$ cat src/rtl/program_loader_if.sv
// Bundle of the program-load stream, imem write port, core control and status
// seen by program_loader. The master modport is the loader side.
interface program_loader_if #(
    parameter int INSTR_W = 9,
    parameter int ADDR_W  = 10
);
    logic               load_valid;
    logic               load_ready;
    logic [INSTR_W-1:0] load_data;
    logic               load_last;

    logic               imem_we;
    logic [ADDR_W-1:0]  imem_addr;
    logic [INSTR_W-1:0] imem_wdata;

    logic               core_rst;
    logic               core_start;
    logic               core_ack;

    logic               busy;
    logic               done;
    logic               timeout;
    logic [ADDR_W:0]    instr_count;
    logic [15:0]        cycle_count;

    modport master (
        input  load_valid, load_data, load_last, core_ack,
        output load_ready, imem_we, imem_addr, imem_wdata,
               core_rst, core_start, busy, done, timeout,
               instr_count, cycle_count
    );

    modport slave (
        output load_valid, load_data, load_last, core_ack,
        input  load_ready, imem_we, imem_addr, imem_wdata,
               core_rst, core_start, busy, done, timeout,
               instr_count, cycle_count
    );
endinterface

$ cat src/rtl/program_loader.sv
// Streams a program into instruction memory, then resets and starts the core,
// waits for its ack and reports done or timeout.
//
// state    | meaning
// ---------+-----------------------------------------------
// IDLE     | waiting for the first word of a program
// LOAD     | accepting further words, writing imem
// PREP     | one-cycle core reset pulse
// START_HI | core_start held high for START_CYC cycles
// RUN      | counting run cycles, waiting for core_ack
// DONE     | result held; a new beat starts the next program
module program_loader #(
    parameter int INSTR_W   = 9,
    parameter int ADDR_W    = 10,
    parameter int START_CYC = 2,
    parameter int TIMEOUT   = 4096
) (
    input  logic                clk,
    input  logic                reset,
    program_loader_if.master    lb
);
    localparam int DEPTH   = 2 ** ADDR_W;
    localparam int TMR_MAX = (TIMEOUT > START_CYC) ? TIMEOUT : START_CYC;
    localparam int TMR_W   = $clog2(TMR_MAX);

    localparam logic [ADDR_W:0]  LAST_SLOT  = (ADDR_W+1)'(DEPTH - 1);
    localparam logic [TMR_W-1:0] START_LOAD = TMR_W'(START_CYC - 1);
    localparam logic [TMR_W-1:0] RUN_LOAD   = TMR_W'(TIMEOUT - 1);

    typedef enum logic [2:0] {
        S_IDLE,
        S_LOAD,
        S_PREP,
        S_START_HI,
        S_RUN,
        S_DONE
    } state_t;

    state_t              state_q, state_d;
    logic [TMR_W-1:0]    tmr_q, tmr_d;
    logic [ADDR_W:0]     instr_count_q, instr_count_d;
    logic [15:0]         cycle_count_q, cycle_count_d;
    logic                done_q, done_d;
    logic                timeout_q, timeout_d;
    logic                imem_we_q, imem_we_d;
    logic [ADDR_W-1:0]   imem_addr_q, imem_addr_d;
    logic [INSTR_W-1:0]  imem_wdata_q, imem_wdata_d;

    logic                load_ready;
    logic                beat;
    logic [15:0]         cycle_inc;

    // Ready is masked during reset so nothing is advertised while aborting.
    assign load_ready = ((state_q == S_IDLE) || (state_q == S_LOAD) ||
                         (state_q == S_DONE)) && !reset;
    assign beat       = lb.load_valid && load_ready;
    assign cycle_inc  = (cycle_count_q == 16'hFFFF) ? cycle_count_q
                                                    : cycle_count_q + 16'd1;

    always_ff @(posedge clk) begin
        if (reset) begin
            state_q       <= S_IDLE;
            tmr_q         <= '0;
            instr_count_q <= '0;
            cycle_count_q <= '0;
            done_q        <= 1'b0;
            timeout_q     <= 1'b0;
            imem_we_q     <= 1'b0;
            imem_addr_q   <= '0;
            imem_wdata_q  <= '0;
        end else begin
            state_q       <= state_d;
            tmr_q         <= tmr_d;
            instr_count_q <= instr_count_d;
            cycle_count_q <= cycle_count_d;
            done_q        <= done_d;
            timeout_q     <= timeout_d;
            imem_we_q     <= imem_we_d;
            imem_addr_q   <= imem_addr_d;
            imem_wdata_q  <= imem_wdata_d;
        end
    end

    always_comb begin
        state_d       = state_q;
        tmr_d         = tmr_q;
        instr_count_d = instr_count_q;
        cycle_count_d = cycle_count_q;
        done_d        = done_q;
        timeout_d     = timeout_q;
        imem_we_d     = 1'b0;
        imem_addr_d   = imem_addr_q;
        imem_wdata_d  = imem_wdata_q;

        case (state_q)
            S_IDLE, S_DONE: begin
                if (beat) begin
                    done_d        = 1'b0;
                    timeout_d     = 1'b0;
                    cycle_count_d = '0;
                    instr_count_d = (ADDR_W+1)'(1);
                    imem_we_d     = 1'b1;
                    imem_addr_d   = '0;
                    imem_wdata_d  = lb.load_data;
                    state_d       = lb.load_last ? S_PREP : S_LOAD;
                end
            end
            S_LOAD: begin
                if (beat) begin
                    imem_we_d     = 1'b1;
                    imem_addr_d   = instr_count_q[ADDR_W-1:0];
                    imem_wdata_d  = lb.load_data;
                    instr_count_d = instr_count_q + 1'b1;
                    if (lb.load_last) begin
                        state_d = S_PREP;
                    end else if (instr_count_q == LAST_SLOT) begin
                        // Memory full with no end marker: abandon this program.
                        timeout_d = 1'b1;
                        state_d   = S_DONE;
                    end
                end
            end
            S_PREP: begin
                tmr_d   = START_LOAD;
                state_d = S_START_HI;
            end
            S_START_HI: begin
                if (tmr_q == '0) begin
                    tmr_d   = RUN_LOAD;
                    state_d = S_RUN;
                end else begin
                    tmr_d = tmr_q - 1'b1;
                end
            end
            S_RUN: begin
                cycle_count_d = cycle_inc;
                if (lb.core_ack) begin
                    done_d  = 1'b1;
                    state_d = S_DONE;
                end else if (tmr_q == '0) begin
                    timeout_d = 1'b1;
                    state_d   = S_DONE;
                end else begin
                    tmr_d = tmr_q - 1'b1;
                end
            end
            default: state_d = S_IDLE;
        endcase
    end

    assign lb.load_ready  = load_ready;
    assign lb.imem_we     = imem_we_q;
    assign lb.imem_addr   = imem_addr_q;
    assign lb.imem_wdata  = imem_wdata_q;
    assign lb.core_rst    = (state_q == S_PREP);
    assign lb.core_start  = (state_q == S_START_HI);
    assign lb.busy        = (state_q == S_LOAD) || (state_q == S_PREP) ||
                            (state_q == S_START_HI) || (state_q == S_RUN);
    assign lb.done        = done_q;
    assign lb.timeout     = timeout_q;
    assign lb.instr_count = instr_count_q;
    assign lb.cycle_count = cycle_count_q;
endmodule

$ cat src/flat_wrapper.sv
// flat-port wrapper written by rule: the top's interface ports become plain ports
module program_loader_flat 
#(
    parameter int INSTR_W   = 9,
    parameter int ADDR_W    = 10,
    parameter int START_CYC = 2,
    parameter int TIMEOUT   = 4096
)
  (clk, reset, lb_load_valid, lb_load_data, lb_load_last, lb_core_ack, lb_load_ready, lb_imem_we, lb_imem_addr, lb_imem_wdata, lb_core_rst, lb_core_start, lb_busy, lb_done, lb_timeout, lb_instr_count, lb_cycle_count);
  program_loader_if #(.INSTR_W(INSTR_W), .ADDR_W(ADDR_W)) lb_i ();
  input  logic clk;
  input  logic reset;
  input wire logic [$bits(lb_i.load_valid)-1:0] lb_load_valid;
  input wire logic [$bits(lb_i.load_data)-1:0] lb_load_data;
  input wire logic [$bits(lb_i.load_last)-1:0] lb_load_last;
  input wire logic [$bits(lb_i.core_ack)-1:0] lb_core_ack;
  output wire logic [$bits(lb_i.load_ready)-1:0] lb_load_ready;
  output wire logic [$bits(lb_i.imem_we)-1:0] lb_imem_we;
  output wire logic [$bits(lb_i.imem_addr)-1:0] lb_imem_addr;
  output wire logic [$bits(lb_i.imem_wdata)-1:0] lb_imem_wdata;
  output wire logic [$bits(lb_i.core_rst)-1:0] lb_core_rst;
  output wire logic [$bits(lb_i.core_start)-1:0] lb_core_start;
  output wire logic [$bits(lb_i.busy)-1:0] lb_busy;
  output wire logic [$bits(lb_i.done)-1:0] lb_done;
  output wire logic [$bits(lb_i.timeout)-1:0] lb_timeout;
  output wire logic [$bits(lb_i.instr_count)-1:0] lb_instr_count;
  output wire logic [$bits(lb_i.cycle_count)-1:0] lb_cycle_count;
  assign lb_i.load_valid = lb_load_valid;
  assign lb_i.load_data = lb_load_data;
  assign lb_i.load_last = lb_load_last;
  assign lb_i.core_ack = lb_core_ack;
  assign lb_load_ready = lb_i.load_ready;
  assign lb_imem_we = lb_i.imem_we;
  assign lb_imem_addr = lb_i.imem_addr;
  assign lb_imem_wdata = lb_i.imem_wdata;
  assign lb_core_rst = lb_i.core_rst;
  assign lb_core_start = lb_i.core_start;
  assign lb_busy = lb_i.busy;
  assign lb_done = lb_i.done;
  assign lb_timeout = lb_i.timeout;
  assign lb_instr_count = lb_i.instr_count;
  assign lb_cycle_count = lb_i.cycle_count;
  program_loader #(.INSTR_W(INSTR_W), .ADDR_W(ADDR_W), .START_CYC(START_CYC), .TIMEOUT(TIMEOUT)) u_core (.clk(clk), .reset(reset), .lb(lb_i));
endmodule
$ cat config.mk
export PLATFORM = sky130hd
export DESIGN_NAME = program_loader_flat
export DESIGN_NICKNAME = d
export VERILOG_FILES = /design/src/rtl/program_loader_if.sv /design/src/rtl/program_loader.sv /design/src/flat_wrapper.sv
export SDC_FILE = /design/constraint.sdc
export NUM_CORES = 1
export LEC_CHECK = 0
export BUFFER_PORTS_ARGS = -buffer_cell sky130_fd_sc_hd__buf_2
export CORE_MARGIN = 2
export CORE_UTILIZATION = 49
export DETAILED_ROUTE_END_ITERATION = 6
export GPL_TIMING_DRIVEN = 1
export PLACE_DENSITY_LB_ADDON = 0.12
export SETUP_SLACK_MARGIN = 0.4
export SLEW_MARGIN = 20
export SYNTH_ARGS = -nofsm -noshare
export SYNTH_HDL_FRONTEND = slang
export SYNTH_SLANG_ARGS = --single-unit
$ cat constraint.sdc
create_clock -name clk -period 1.95 [get_ports clk]
set_clock_uncertainty 0.2 [all_clocks]
set_input_delay 0.39 -clock clk [delete_from_list [all_inputs] [get_ports clk]]
set_output_delay 0.39 -clock clk [all_outputs]
set_load 0.01 [all_outputs]
==> results of run 1 <==
## worst min-delay path, delay by kind of cell
kind          cells  cell delay [ns]
buf+inv           1             0.07
simple gates      2             0.09
## synth_stat cells (2+ instances only)
library cell	count	area (um^2)
ha_1	4	50.1
and2_1	5	31.3
nor4_1	4	25.0
o21ai_1	2	10.0
inv_1	12	45.0
a221oi_1	4	35.0
nand4_1	11	68.8
a21oi_1	33	165
a41oi_1	2	17.5
clkbuf_1	10	37.5
nand2_1	58	218
nor2b_1	3	18.8
or3_4	2	22.5
xnor2_1	5	43.8
nand3b_1	9	67.6
or4_1	3	22.5
nor2_1	29	109
xor2_1	8	70.1
buf_2	4	20.0
a21o_1	6	45.0
a31o_1	2	17.5
dfxtp_1	64	1280
o21ai_0	14	70.1
o31ai_1	4	30.0
buf_6	2	22.5
and4_1	4	35.0
o21a_1	2	15.0
a311oi_1	2	17.5
and3_1	4	25.0
a211oi_1	7	52.6
inv_2	5	18.8
or2_2	2	12.5
nand2b_1	2	12.5
nor3_1	9	45.0
or3_1	6	37.5
nor4b_2	2	30.0
nand3_1	11	55.1
## flip-flops by register name (all words and copies together) (netlist names)
register	cells
u_core.tmr_q	12
u_core.lb.done	1
u_core.state_q	3
u_core.lb.imem_wdata	9
u_core.lb.cycle_count	16
u_core.lb.imem_we	1
u_core.lb.timeout	1
u_core.lb.imem_addr	10
u_core.lb.instr_count	11
## cells by family (layout without fill, tap and decap cells)
family	count (synthesis)	after routing	share of synthesized area (%)
simple gates	174	174	29.5
xor+xnor	13	13	3.56
mux	1	1	0.313
buf+inv	36	201	5.17
flops	64	64	40.1
compound gates	94	95	19.5
fa+ha+maj	5	5	1.88
## repair_timing
action	4_1_cts	5_1_grt
gates resized for setup	91	126
cloned	5	4
setup endpoints to repair	69	75
pin swaps	37	75
buffers inserted	19	22
## final cells by class
cell class                 count  area share, %
clock buffer                   9           2.21
inverter                      17           1.67
clock inverter                 7          0.780
timing repair buffer         168           25.6
multi-input combinational    288           44.0
sequential                    64           23.9
tap                           77           1.72
## path summary, 6_finish.rpt
check / endpoint / slack, ns / cells past startpoint / from
min reg2reg: u_core.lb.imem_addr[9] / 0.26 / 2 / u_core.lb.imem_addr[9]
max: u_core.tmr_q[9] / -0.20 / 8 / u_core.tmr_q[0]
max reg2reg: u_core.tmr_q[9] / -0.20 / 8 / u_core.tmr_q[0]
min: u_core.lb.imem_wdata[3] / 0.03 / 3 / lb_load_data[3]
## metal layers
layer / vias to the layer above / wire, um / global-route usage, % / part of all wire [%]
li1: 1723 / - / - / -
met1: 1885 / 5400 / 35.4 / 40
met2: 245 / 6570 / 48.7 / 49
met3: 57 / 946 / 5.31 / 7.0
met4: 0 / 579 / 13.9 / 4.3
met5: - / 0 / 0 / 0
## power by group
part	leakage [nW]	internal, mW	switching [mW]	total (mW)
clock network	0.0900	0.460	0.595	1.06
logic	1.75	0.572	0.583	1.16
registers	0.537	1.35	0.0525	1.40
total	2.38	2.38	1.23	3.61
==> reports/qor.yml, run 1 <==
timing:
  fmax_mhz: 465
  hold-worst-slack_ns: 0.0275
  rsz0062_at_grt: "true"
  layout_setup_ws_ns: -0.202
  period_share_pct: 110
  period_needed_ns: 2.15
  slew-limit-headroom_pct: 71.5
  final.setup.tns_ns: -2.03
  final_hold_viol_count: 0
  setup_viol: 16
  tightestPinTransition_ns: 0.424
  finalMaxSlewViolations: 0
min_path:
  min_path_type: "in2reg"
synthesis:
  synth_cell_type_count: 68
  avgSynthCellArea_um2: 8.25
  synthCells: 387
  yosys_warnings: 0
  ys_seq_elements: 64
  yosysSeqAreaShare_pct: 40.1
  async_flop_share_pct: 0
  synth_edf_count: 0
  synth_nets: 405
  synthFlopType: "dfxtp_1"
  syn-cell-area_mm2: 0.00319
drt:
  wl_per_cell_um: 21.4
  initialDrtViolationCount: 304
  route.vias.total: 3910
  drc: 0
  drtPass1Iterations: 4
  wl_um: 13500
  antenna_left: 0
  vias_per_cell: 6.21
place:
  placed_cells: 564
  port_buffers: 66
  dp_hpwl_um: 5990
  gp_congestion: 0.898
  placed_cell_area_mm2: 0.00411
  pre_cts_slack_ns: -0.186
setup_path:
  crit_fanout: 4
  crit_type: "reg2reg"
  path_cells: "inv_4 -> buf_6 -> ha_4 -> nor4b_4 -> nand4_1 -> a21o_1 -> buf_6 -> a2111oi_4"
  max_stage_delay_ns: 0.35
  worstPathArrival_ns: 2.19
  cp_data_required_time_ns: 1.99
  start_kind: "flop"
  crit_path_end_kind: "flop"
  critical-path-top-delay-family: "compound AO/OA/AOI/OAI gates"
  cp_common_cell: "buf_6"
  cpMaxStageDelayCell: "dfxtp_2"
  cp_num_buf_inv: 3
grt:
  grt_pass1_vias: 3576
  antenna_found_initial: 0
  track_usage_pct: 28.9
  gr-total-overflow: 0
  grt_pass1_wl_um: 16800
  grt_max_degree: 29
clock_tree:
  cts_buffers: 9
  cts_max_path_buffers: 2
  root_buffer: "clkbuf_8"
  cts_max_level: 3
  tritoncts: "done"
  cts.sinks: 64
  clk_pin_slew_worst_paths_ns: 0.08
  clock_latency_ns: 0.36
  hold_buffers: 0
final_layout:
  multiInputGateArea_mm2: 0.00247
  final_common_cell: "buf_4"
  layout-drive-gt1-share_pct: 62.9
  fin_area_mm2: 0.00561
  synthToLayoutAreaGrowth_pct: 75.7
  antenna_cells: 0
  post-route-util_pct: 88.9
  seqCellArea_mm2: 0.00134
  fillers: 278
  final_nets: 566
  fin_cells: 630
  layout_common_cells: "61 x buf_4, 54 x buf_2, 42 x buf_6, 34 x dfxtp_1, 28 x nand2_1"
pwr:
  design_power_total_mw: 3.61
  power_leakage_nw: 2.38
  cellPowerDensity_mw_per_mm2: 643
  ir_drop_mv: 0.516
die:
  core_area_mm2: 0.00631
  io_pins: 67
  start_util_pct: 50.6
  rows: 29
  fp.dieH_um: 84.7
  die_w_um: 84.7
  die_area_mm2: 0.00718
outcome:
  outcome: "finished, violations left"
  violations: "negative setup slack"
run:
  cap_violations: 0
Note: power is estimated with default switching activity, not from simulation.
==> inputs of run 2 (changes only) <==
Settings changed: SETUP_SLACK_MARGIN 0.4 to 0.3.
==> run 2 against run 1 <==
Net effect: the run still ends with negative setup slack left; clock power increased by 27%; register-to-register slack improved by 0.04 ns; global-route usage decreased by 2.3 points; via count decreased by 5.9%; first-iteration DRC count decreased by 19%; largest cell class unchanged.
==> reports/qor.yml, run 2 (synthesis results as in run 1) <==
die:
  io_pins: 67  # unchanged
  die_w_um: 84.7  # unchanged
  rows: 29  # unchanged
  die_area_mm2: 0.00718  # unchanged
  fp.dieH_um: 84.7  # unchanged
  start_util_pct: 50.6  # unchanged
  core_area_mm2: 0.00631  # unchanged
final_layout:
  post-route-util_pct: 83.2  # was 88.9%
  final_common_cell: "buf_2"  # was buf_4
  layout-drive-gt1-share_pct: 55.5  # was 62.9%
  largest_reg_flops: 16  # unchanged
  antenna_cells: 0  # unchanged
  layout_common_cells: "64 x buf_2, 63 x buf_4, 49 x nand2_1, 41 x dfxtp_1, 27 x nor2_1"  # was 61 x buf_4, 54 x buf_2, 42 x buf_6, 34 x dfxtp_1, 28 x nand2_1
  synthToLayoutAreaGrowth_pct: 64.4  # was 75.7%
  final_nets: 555  # was 566
pwr:
  ir_drop_mv: 0.660  # was 0.516 mV
  power_leakage_nw: 2.25  # was 2.38 nW
  design_power_total_mw: 3.77  # was 3.61 mW
  cellPowerDensity_mw_per_mm2: 718  # was 643 mW/mm^2
clock_tree:
  root_buffer: "clkbuf_8"  # unchanged
  hold_buffers: 0  # unchanged
  cts.sinks: 64  # unchanged
  cts_buffers: 9  # unchanged
  tritoncts: "done"  # unchanged
  cts_max_level: 3  # unchanged
  clk_pin_slew_worst_paths_ns: 0.08  # about the same
  cts_max_path_buffers: 2  # unchanged
  clock_latency_ns: 0.35  # was 0.36 ns
grt:
  grt_pass1_wl_um: 15500  # was 16,800 um
  grt_max_degree: 32  # was 29
  antenna_found_initial: 0  # unchanged
  track_usage_pct: 26.5  # was 28.9%
  grt_pass1_vias: 3258  # was 3,576
  gr-total-overflow: 0  # unchanged
setup_path:
  worstPathArrival_ns: 2.18  # was 2.19 ns
  crit_path_end_kind: "flop"  # unchanged
  crit_fanout: 5  # was 4
  cp_data_required_time_ns: 2.01  # was 1.99 ns
  start_kind: "flop"  # unchanged
  crit_type: "reg2reg"  # unchanged
timing:
  period_needed_ns: 2.12  # was 2.15 ns
  finalMaxSlewViolations: 0  # unchanged
  setup_viol: 13  # was 16
  layout_setup_ws_ns: -0.167  # was -0.202 ns
  slew-limit-headroom_pct: 69.5  # was 71.5%
  final_hold_viol_count: 0  # unchanged
  fmax_mhz: 472  # was 465 MHz
  period_share_pct: 109  # was 110%
  tightestPinTransition_ns: 0.453  # was 0.424 ns
  rsz0062_at_grt: "true"  # unchanged
drt:
  route.vias.total: 3680  # was 3,910
  wl_um: 11500  # was 13,500 um
  wl_per_cell_um: 18.5  # was 21.4 um
  vias_per_cell: 5.95  # was 6.21
  antenna_left: 0  # unchanged
  drc: 0  # unchanged
  initialDrtViolationCount: 246  # was 304
  drtPass1Iterations: 5  # was 4
place:
  dp_hpwl_um: 6070  # was 5990 um
  gp_congestion: 0.918  # was 0.898
  port_buffers: 66  # unchanged
min_path:
  min_path_type: "in2reg"  # unchanged
run:
  cap_violations: 0  # unchanged
outcome:
  outcome: "finished, violations left"  # unchanged
  violations: "negative setup slack"  # unchanged
==> run 2: worst paths after layout <==
check,startpoint,to,slack (ns),cells past startpoint
worst max register to register,u_core.tmr_q[0],u_core.tmr_q[5],-0.17,9
worst max-delay path,u_core.tmr_q[0],u_core.tmr_q[5],-0.17,9
worst min-delay path,lb_load_data[8],u_core.lb.imem_wdata[8],0.02,3
worst min register to register,u_core.lb.imem_addr[0],u_core.lb.imem_addr[0],0.25,2
==> run 2: stage by stage <==
stage               cell area [um^2]  setup slack [ns]  instances  setup TNS, ns  hold WS [ns]
floorplan                       3330           -0.0778        387        -0.0778         0.264
global placement                4060           -0.0719        565         -0.171         0.240
CTS                             4720           -0.0236        601         -0.106        0.0160
global route                    5250            -0.204        619          -1.84        0.0274
detailed placement              4060            -0.118        565         -0.791         0.244
finish                          5250            -0.167        619          -1.37        0.0169
==> run 2: final cells by class <==
cell class,instances,area [um^2]
clock inverters,4,53.8
clock buffers,12,188
fillers,353,1060
repair buffers,156,1150
repair inverters,1,8.76
multi-input cells,288,2340
inverters,17,83.8
well taps,77,96.3
flip-flops and latches,64,1330
==> run 2: worst max-delay path, cell delays in order (launching register included) <==
cell and delay, ns:
dfxtp_2 0.33, inv_4 0.09, ha_4 0.14, nor4b_4 0.24
nand4_1 0.26, buf_4 0.23, nor2_4 0.10, buf_6 0.14
o21ai_4 0.06, a221oi_2 0.24
==> run 2: timing repair <==
action,CTS,global route
resized for setup,66,86
setup endpoints to repair,66,62
cloned,1,2
setup buffers,19,16
pin swaps,32,56
==> run 2: where the power goes <==
part           internal (mW)  switching (mW)
registers               1.35          0.0545
clock network          0.785           0.560
logic                  0.492           0.528
==> run 2: metal layers <==
metal  vias to the layer above  wire, um  share of wire (%)  track usage (%)
met5                         -         0                  0                0
met4                         0       412                3.6             7.94
met3                        47       638                5.6             6.00
met2                       167      5980                 52             46.0
met1                      1765      4440                 39             32.9
li1                       1701         -                  -                -
==> inputs of run 3 (changes only) <==
Settings changed: CORE_MARGIN 2 to 3.
==> run 3 against run 2 <==
Net effect: the run still ends with negative setup slack left; clock-buffer cell count unchanged; global-route usage increased by 2.0 points; via count increased by 8.1%; die area increased by 4.8%; critical path depth increased by 1; sequential power about the same; utilization increased by 4.8 points; non-clock buffer count increased by 8; worst hold slack improved by 0.012 ns; flip-flop and latch count unchanged; register-to-register slack about the same.
==> reports/qor.yml, run 3 (synthesis results as in run 1) <==
run:
  cap_violations: 0  # unchanged
pwr:
  power_leakage_nw: 2.31  # was 2.25 nW
  design_power_total_mw: 3.68  # was 3.77 mW
  ir_drop_mv: 0.530  # was 0.660 mV
  cellPowerDensity_mw_per_mm2: 682  # was 718 mW/mm^2
min_path:
  min_from: "lb_load_data[2]"  # was lb_load_data[8]
  min_to: "u_core.lb.imem_wdata[2]"  # was u_core.lb.imem_wdata[8]
  hold_depth: 3  # unchanged
  min_path_type: "in2reg"  # unchanged
outcome:
  outcome: "finished, violations left"  # unchanged
  violations: "negative setup slack"  # unchanged
timing:
  hold-worst-slack_ns: 0.0293  # was 0.0169 ns
  slew-limit-headroom_pct: 66.2  # was 69.5%
  final.setup.tns_ns: -1.16  # was -1.37 ns
  tightestPinTransition_ns: 0.502  # was 0.453 ns
  setup_viol: 15  # was 13
  finalMaxSlewViolations: 0  # unchanged
  layout_setup_ws_ns: -0.169  # was -0.167 ns
  period_needed_ns: 2.12  # about the same
  final_hold_viol_count: 0  # unchanged
  rsz0062_at_grt: "true"  # unchanged
  period_share_pct: 109  # about the same
  fmax_mhz: 472  # about the same
place:
  dp_hpwl_um: 6180  # was 6070 um
  port_buffers: 66  # unchanged
  gp_congestion: 0.877  # was 0.918
  placed_cells: 559  # was 565
  pre_cts_slack_ns: -0.143  # was -0.118 ns
die:
  die_area_mm2: 0.00752  # was 0.00718 mm^2
  core_area_mm2: 0.00613  # was 0.00631 mm^2
  die_w_um: 86.7  # was 84.7 um
  rows: 28  # was 29
  start_util_pct: 52.1  # was 50.6%
  fp.dieH_um: 86.7  # was 84.7 um
  io_pins: 67  # unchanged
drt:
  route.vias.total: 3977  # was 3,680
  antenna_left: 0  # unchanged
  drc: 0  # unchanged
  initialDrtViolationCount: 360  # was 246
  drtPass1Iterations: 5  # unchanged
  wl_per_cell_um: 21.9  # was 18.5 um
  wl_um: 13700  # was 11,500 um
  vias_per_cell: 6.38  # was 5.95
grt:
  grt_max_degree: 25  # was 32
  antenna_found_initial: 0  # unchanged
  gr-total-overflow: 0  # unchanged
  track_usage_pct: 28.6  # was 26.5%
  grt_pass1_vias: 3548  # was 3,258
  grt_pass1_wl_um: 17000  # was 15,500 um
clock_tree:
  clk_pin_slew_worst_paths_ns: 0.08  # about the same
  cts_buffers: 9  # unchanged
  tritoncts: "done"  # unchanged
  cts_max_level: 3  # unchanged
  cts_max_path_buffers: 2  # unchanged
  clock_latency_ns: 0.35  # about the same
  cts.sinks: 64  # unchanged
  root_buffer: "clkbuf_8"  # unchanged
setup_path:
  critical-path-top-delay-family: "compound AO/OA/AOI/OAI gates"  # was simple AND/OR/NAND/NOR gates
  cp_num_buf_inv: 4  # was 3
  r2r_end: "u_core.tmr_q[8]"  # was u_core.tmr_q[5]
  reg2reg_from: "u_core.tmr_q[1]"  # was u_core.tmr_q[0]
  max_stage_delay_ns: 0.34  # was 0.33 ns
  reg2reg_slack_ns: -0.17  # about the same
  r2r.worst_path.cells: 10  # was 9
  start_kind: "flop"  # unchanged
  crit_path_end_kind: "flop"  # unchanged
  cpMaxStageDelayCell: "dfxtp_2"  # unchanged
  cp_common_cell: "buf_4"
  crit_type: "reg2reg"  # unchanged
  cp_data_required_time_ns: 1.98  # was 2.01 ns
  path_cells: "inv_4 -> buf_4 -> ha_4 -> nor4b_4 -> nand4_1 -> a21o_1 -> buf_12 -> buf_4 -> a21oi_1 -> a211oi_1"  # was inv_4 -> ha_4 -> nor4b_4 -> nand4_1 -> buf_4 -> nor2_4 -> buf_6 -> o21ai_4 -> a221oi_2
  worstPathArrival_ns: 2.15  # was 2.18 ns
  crit_fanout: 7  # was 5
final_layout:
  antenna_cells: 0  # unchanged
  synthToLayoutAreaGrowth_pct: 68.9  # was 64.4%
  largest_reg_flops: 16  # unchanged
  fin_cells: 623  # was 619
  final_common_cell: "buf_4"  # was buf_2
  layout-drive-gt1-share_pct: 60.2  # was 55.5%
  fillers: 277  # was 353
  final_nets: 561  # was 555
  layout_common_cells: "67 x buf_4, 65 x buf_2, 41 x dfxtp_1, 32 x nand2_1, 26 x nor2_1"  # was 64 x buf_2, 63 x buf_4, 49 x nand2_1, 41 x dfxtp_1, 27 x nor2_1
-- run 3: cell type report --
class	count	area, um^2	area share [%]
well taps	75	93.8	1.74
repair buffers	164	1280	23.8
clock buffers	12	176	3.27
clock inverters	4	32.5	0.603
flip-flops and latches	64	1330	24.7
multi-input cells	287	2390	44.4
inverters	17	83.8	1.55
-- run 3: how the worst max path moves through the flow --
stage	from	cells after the start	slack (ns)	endpoint
after CTS	u_core.tmr_q[1]	7	-0.03	u_core.tmr_q[10]
after global placement	u_core.tmr_q[0]	7	-0.06	u_core.tmr_q[10]
after floorplan	u_core.tmr_q[1]	7	-0.08	u_core.tmr_q[10]
after global routing	u_core.tmr_q[1]	10	-0.20	u_core.tmr_q[8]
final	u_core.tmr_q[1]	10	-0.17	u_core.tmr_q[8]
after detailed placement	u_core.tmr_q[0]	7	-0.14	u_core.tmr_q[10]
-- run 3: tightest hold or removal path, stage by stage --
cell     delay, ns
buf_2         0.08
nand2_1       0.04
nand2_1       0.05
-- run 3: metrics by stage --
step           util, %  area (um^2)
2_1_floorplan        -         3330
3_3_place_gp      66.0         4050
3_5_place_dp      66.0         4050
4_1_cts           77.5         4750
5_1_grt           88.0         5390
6_report          88.0         5390
-- run 3: where the power goes --
group | total [mW] | switching, mW | leakage [nW] | internal (mW)
Clock | 1.20 | 0.584 | 0.101 | 0.618
Combinational | 1.07 | 0.555 | 1.67 | 0.515
Sequential | 1.40 | 0.0545 | 0.533 | 1.35
Total | 3.68 | 1.19 | 2.31 | 2.48
-- run 3: repair_timing --
action | CTS | global route
hold buffers | 0 | 0
pin swaps | 37 | 51
buffers inserted | 24 | 20
cloned | 1 | 3
endpoints found under the setup margin | 65 | 64
endpoints found under the hold margin | 0 | 0
gates resized for setup | 69 | 109
-- run 3: layer usage --
| layer | global-route usage [%] | wire [um] | part of all wire, % | vias to the layer above |
|---|---|---|---|---|
| met5 | 0 | 0 | 0 | - |
| met4 | 16.3 | 867 | 6.3 | 0 |
| met3 | 4.47 | 1090 | 8.0 | 90 |
| met2 | 50.8 | 6900 | 51 | 291 |
| met1 | 32.2 | 4810 | 35 | 1876 |
| li1 | - | - | - | 1720 |
